`src/rtl/sc_fifo_stream_rd.sv`:
```
// Read-side adapter for sc_fifo: issues reads ahead of demand and presents the
// returned words as a valid/ready stream through a 2-entry output buffer.
module sc_fifo_stream_rd #(
  parameter int DATA_WIDTH = 8
) (
  input  logic                  clk_i,
  input  logic                  rst_i,
  output logic                  fifo_rd_o,
  input  logic [DATA_WIDTH-1:0] fifo_rd_data_i,
  input  logic                  fifo_empty_i,
  output logic [DATA_WIDTH-1:0] data_o,
  output logic                  valid_o,
  input  logic                  ready_i,
  output logic [1:0]            buf_used_o
);

  // Stream handshake: a word transfers on a clock edge where valid_o and
  // ready_i are both 1. Once valid_o is raised, valid_o and data_o hold
  // until that transfer happens; valid_o never depends on ready_i.

  logic [1:0]            cnt_q, cnt_d;
  logic                  infl_q, infl_d;
  logic                  head_q, head_d;
  logic                  tail_q, tail_d;
  logic [DATA_WIDTH-1:0] buf_q [2];
  logic [DATA_WIDTH-1:0] buf_d [2];
  logic [DATA_WIDTH-1:0] data_q, data_d;

  logic                  pop;
  logic [2:0]            occ_next;
  logic                  fifo_rd;

  always_comb begin
    pop      = 1'b0;
    occ_next = 3'd0;
    fifo_rd  = 1'b0;
    cnt_d    = cnt_q;
    infl_d   = infl_q;
    head_d   = head_q;
    tail_d   = tail_q;
    buf_d    = buf_q;
    data_d   = data_q;

    pop = (cnt_q != 2'd0) & ready_i;

    // Occupancy after this edge, counting the word already in flight, so a
    // new read is only issued when a buffer slot is guaranteed for it.
    occ_next = {1'b0, cnt_q} + {2'b0, infl_q} - {2'b0, pop};
    fifo_rd  = !rst_i && !fifo_empty_i && (occ_next < 3'd2);

    cnt_d  = occ_next[1:0];
    infl_d = fifo_rd;
    head_d = head_q ^ pop;
    tail_d = tail_q ^ infl_q;

    if (infl_q) begin
      buf_d[tail_q] = fifo_rd_data_i;
    end

    // The registered head follows the post-update buffer, so a word pushed
    // into an empty buffer is presented on the following clock.
    if (cnt_d != 2'd0) begin
      data_d = buf_d[head_d];
    end
  end

  always_ff @(posedge clk_i) begin
    if (rst_i) begin
      cnt_q    <= 2'd0;
      infl_q   <= 1'b0;
      head_q   <= 1'b0;
      tail_q   <= 1'b0;
      buf_q[0] <= '0;
      buf_q[1] <= '0;
      data_q   <= '0;
    end else begin
      cnt_q    <= cnt_d;
      infl_q   <= infl_d;
      head_q   <= head_d;
      tail_q   <= tail_d;
      buf_q[0] <= buf_d[0];
      buf_q[1] <= buf_d[1];
      data_q   <= data_d;
    end
  end

  assign fifo_rd_o  = fifo_rd;
  assign data_o     = data_q;
  assign valid_o    = (cnt_q != 2'd0);
  assign buf_used_o = cnt_q;

  a_no_rd_when_empty : assert property (@(posedge clk_i) disable iff (rst_i)
    !(fifo_rd_o && fifo_empty_i));

  a_no_overcommit : assert property (@(posedge clk_i) disable iff (rst_i)
    (({1'b0, cnt_q} + {2'b0, infl_q}) <= 3'd2));

endmodule

```
`config.mk`:
```
export PLATFORM = sky130hd
export DESIGN_NAME = sc_fifo_stream_rd
export DESIGN_NICKNAME = d
export VERILOG_FILES = /design/src/rtl/sc_fifo_stream_rd.sv
export SDC_FILE = /design/constraint.sdc
export NUM_CORES = 1
export LEC_CHECK = 0
export ABC_AREA = 1
export BUFFER_PORTS_ARGS = -buffer_cell sky130_fd_sc_hd__buf_2
export CORE_ASPECT_RATIO = 0.8
export CORE_MARGIN = 4
export CORE_UTILIZATION = 45
export DETAILED_ROUTE_END_ITERATION = 8
export GPL_ROUTABILITY_DRIVEN = 0
export PLACE_DENSITY = 0.72
export SYNTH_ARGS = -nofsm -noshare
export SYNTH_HDL_FRONTEND = slang
export SYNTH_SLANG_ARGS = --single-unit
```
`constraint.sdc`:
```
create_clock -name clk_i -period 2.26 [get_ports clk_i]
set_clock_uncertainty 0.1 [all_clocks]
set_input_delay 0.226 -clock clk_i [delete_from_list [all_inputs] [get_ports clk_i]]
set_output_delay 0.226 -clock clk_i [all_outputs]
set_load 0.1 [all_outputs]
```
Word level (Yosys, flattened, before mapping)
Cells that the tools add are included.
W data, S select, Z words.
Storage, ports and cells
  bits in read-only memories: 0
  bits in registers: 29
  RAM bits: 0
  latch bits: 0
  output and inout port bits: 12
  memories: 0
  logic and storage cells: 32
  input port bits: 12
Cells by class
  add/sub/neg operators: 2
  divide/modulo/power cells: 0
  muxes and demuxes: 7
  equality and inequality tests: 0
  shift operators: 0
  bitwise logic cells: 5
  reductions and logical operators: 7
  $lt $le $gt $ge: 4
  $mul: 0
Operators with widths (count)
  $mux W8: 4
  $bwmux W16: 1
  $mux W16: 1
  $demux W8 S1: 1
  $ge A2 B2 Y1 const B: 2
  $not A1 Y2: 2
  $reduce_bool A2 Y1: 2
  $add A2 B1 Y3: 1
  $logic_and A1 B1 Y1: 3
  $lt A3 B2 Y1 const B: 1
  $sub A3 B1 Y3: 1
  $logic_not A1 Y1: 2
  $lt A2 B1 Y1 const B: 1
  $xor A1 B1 Y1: 2
  $and A1 B1 Y1: 1

Logic depth before layout (Yosys ltp)
  depth in word-level cells: 10
  depth in mapped cells: 13
  gate-level depth less buffers: 12

Worst setup path before layout
No wires, ideal clock.
  path kind: flip-flop to output port
  start: register cnt_q[0], in the netlist buf_used_o[0]
  end: output port fifo_rd_o
  buffers on the path: 0
  cell stages (with the launch flop): 8
  required time: 1.934 ns
  setup slack: -3.102 ns
  data arrival time: 5.036 ns
  path through: dfxtp_1 -> o21ai_1 -> inv_1 -> ha_1 -> inv_1 -> ha_1 -> fa_1 -> nor4_1
On the way
  word-level cells in the longest chain between the ends: 5
  elaborated cells between the ends (all ways): 6
  classes of those cells: add/sub (2); order compare (1); bitwise (1); reduce/logical (2)
RTL lines
  start: declaration: line 21  | logic [1:0] cnt_q, cnt_d;
  start signal: assignment: line 77  | cnt_q <= cnt_d;
  branches (longest 2 deep; another with $add A2 B1 Y3)
  $sub A3 B1 Y3 (*): line 48  | occ_next = {1'b0, cnt_q} + {2'b0, infl_q} - {2'b0, pop};
  net occ_next[1]: line 30  | logic [2:0] occ_next;
  $lt A3 B2 Y1 (*): line 49  | fifo_rd = !rst_i && !fifo_empty_i && (occ_next < 3'd2);
  $logic_and A1 B1 Y1 (*): line 49
  end: declaration: line 8  | output logic fifo_rd_o,
Mark *: on every way through the listed nets, which the timed path passes.

Final worst setup path
Same ends and word-level chain as after synthesis.

==> results.sh <==
export IMPL_synth_fp_nets=211
export IMPL_diodes=0
export IMPL_cts_tree="built"
export IMPL_synthToLayoutAreaGrowth_pct=25.3
export IMPL_hold_path_class="input pin to register"
export IMPL_cts_root_buffer="clkbuf_8"
export IMPL_synth_top_family_by_area="simple AND/OR/NAND/NOR gates"
export IMPL_endpoint_kind="output pin"
export IMPL_cts_num_sinks=29
export IMPL_drtIter0Drc=70
export IMPL_ff2ff_setup_slack_ns=-0.17
export IMPL_ctsHoldBuffers=0
export IMPL_critPathKind="register to output pin"
export IMPL_fin_setup_tns_ns=-1.44
export IMPL_min_period_over_period_pct=113
export IMPL_hold_violations=0
export IMPL_antenna_found_initial=0
export IMPL_fin_area_um2=1670
export IMPL_yosys_warnings=0
export IMPL_start_util_pct=47.6
export IMPL_fin_nets=245
export IMPL_place_area_um2=1540
export IMPL_yosys_area_share_simple_pct=31.6
export IMPL_syn_area_um2=1340
export IMPL_vias=1190
export IMPL_drc=0
export IMPL_holdWs_ns=0.0734
export IMPL_synth_compound_area_share_pct=7.77
export IMPL_fmax_ghz=0.391
export IMPL_fp_dieArea_um2=3910
export IMPL_clockBufferDepth=2
export IMPL_cp_arrival_ns=2.23
export IMPL_layout_setup_ws_ns=-0.296
export IMPL_grt_pass1_wl_um=4780
export IMPL_clkSlewWorstSetupHoldPaths_ns=0.06
export IMPL_globalRouteOverflowTotal=0
export IMPL_slew_viol_final=0
export IMPL_avgViaCountPerCell=4.42
export IMPL_grt_usage_pct=16.3
export IMPL_synth_yosys_seq_area_share_pct=43.4
export IMPL_cp_cell_sequence="o21ai_2 > inv_1 > ha_1 > inv_1 > ha_1 > fa_2 > nor4_4 > buf_12"
export IMPL_clock_latency_ns=0.27
export IMPL_fin_crit_ns=2.56
export IMPL_critPathLaunchType="register"
export IMPL_wl_um=2730
export IMPL_grt_pass1_vias=1120
export IMPL_slew_headroom_pct=61.9
export IMPL_htree_levels=2
export IMPL_maxCapViolCount=0
export IMPL_finalNonFillerCells=269
export IMPL_fp_dieH_um=56.7
export IMPL_yosysUniqueCellTypes=20
export IMPL_rsz0062_at_grt="yes"
export IMPL_cpPeakStageDelay_ns=0.47
export IMPL_status="finished with violations"
export IMPL_dp_cells=257
export IMPL_dieWidth_um=68.9
export IMPL_synth_cells=196
export IMPL_crit_fanout=2
export IMPL_slowest_stage="fa_2"
export IMPL_wl_per_cell_um=10.2
export IMPL_synthMuxAreaShare_pct=0
export IMPL_first_pass_iters=4
export IMPL_ys_ff_latch=29
export IMPL_fillCellCount=292
export IMPL_layout_cells_most_common="nand2_1"
export IMPL_tightestPinTransition_ns=0.571
export IMPL_grt_max_degree=31
export IMPL_violations="setup timing"
export IMPL_hpwlAfterDp_um=1940
export IMPL_synth_fa_ha_area_share_pct=3.37
export IMPL_portBuffers=23
export IMPL_syn_area_per_cell_um2=6.82
export IMPL_synthXorXnorAreaFrac_pct=0.655
export IMPL_core_area_um2=2810
export IMPL_layout_drive_gt1_share_pct=22.1
export IMPL_placementRows=17
export IMPL_numCtsBuffers=5
export IMPL_mostFrequentLayoutCells="56 x nand2_1, 35 x inv_1, 27 x dfxtp_1"
export IMPL_worstPathRequired_ns=1.93
export IMPL_setup_viol=9
export IMPL_ios=24
export IMPL_ant_nets=0
-- synth_stat cells --
cell type	n	area, um^2
nand2_2	3	18.8
o21a_1	6	45.0
nor2_1	29	109
o21ai_0	2	10.0
nor4_1	2	12.5
xnor2_1	1	8.76
ha_1	2	25.0
fa_1	1	20.0
nand3_1	13	65.1
o21ai_1	1	5.00
inv_2	1	3.75
o21ai_2	1	8.76
buf_4	1	7.51
nand2_1	56	210
inv_1	36	135
a21oi_1	7	35.0
clkbuf_1	2	7.51
buf_6	2	22.5
or2_0	1	6.26
dfxtp_1	29	581
-- flip-flops by register name, summed over array words and instances (netlist names) --
| name | count |
|---|---|
| buf_used_o | 2 |
| head_q | 1 |
| buf_q | 16 |
| infl_q | 1 |
| data_o | 8 |
| tail_q | 1 |
-- routing by layer --
| metal | global-route usage [%] | vias up | share of wire (%) |
|---|---|---|---|
| met5 | 0 | - | 0 |
| met4 | 4.44 | 0 | 0.15 |
| met3 | 7.20 | 2 | 4.7 |
| met2 | 21.7 | 22 | 41 |
| met1 | 23.4 | 514 | 54 |
| li1 | - | 652 | - |
-- final timing paths --
kind / from / end / cells past startpoint
setup / recovery: buf_used_o[0]$_SDFF_PP0_ / fifo_rd_o / 8
hold / removal: fifo_empty_i / infl_q$_SDFF_PP0_ / 2
setup reg to reg: buf_used_o[0]$_SDFF_PP0_ / data_o[1]$_SDFFE_PP0P_ / 13
hold reg to reg: data_o[6]$_SDFFE_PP0P_ / data_o[6]$_SDFFE_PP0P_ / 2
-- through the flow --
stage | setup WS [ns] | utilization (%)
after floorplan | -0.803 | -
after global placement | -0.0634 | 54.9
after detailed placement | -0.0836 | 54.9
final | -0.296 | 59.6
after CTS | -0.306 | 59.0
after global routing | -0.409 | 59.6
-- layout make-up --
type                    count  area (um^2)  area share [%]
repair buffers             31          194            11.6
inverters                  37          144            8.59
repair inverters            1         7.51           0.448
multi-input cells         125          613            36.6
well taps                  38         47.5            2.84
clock buffers               8         80.1            4.78
flip-flops and latches     29          588            35.1
-- critical path, delay by kind of cell (launching register included) --
family / cells / cell delay (ns)
flops: 1 / 0.34
compound gates: 1 / 0.14
fa+ha+maj: 3 / 0.89
simple gates: 1 / 0.28
buf+inv: 3 / 0.32
-- what timing repair did --
action / in CTS / in global routing
gates resized for setup: 5 / 3
endpoints found under the setup margin: 9 / 10
endpoints found under the hold margin: 0 / 0
pin swaps: 2 / 1
setup buffers: 2 / 1
gates cloned: 1 / 0
-- cell families after synthesis --
| group | after synthesis |
|---|---|
| and+or+nand+nor | 104 |
| buffers and inverters | 42 |
| DFF | 29 |
| AOI/OAI and AO/OA | 17 |
| adders and majority gates | 3 |
| xor gates and xnor gates | 1 |
Power is not shown: default switching activity piles up to over one toggle a cycle in this logic, so the estimate is an artifact.
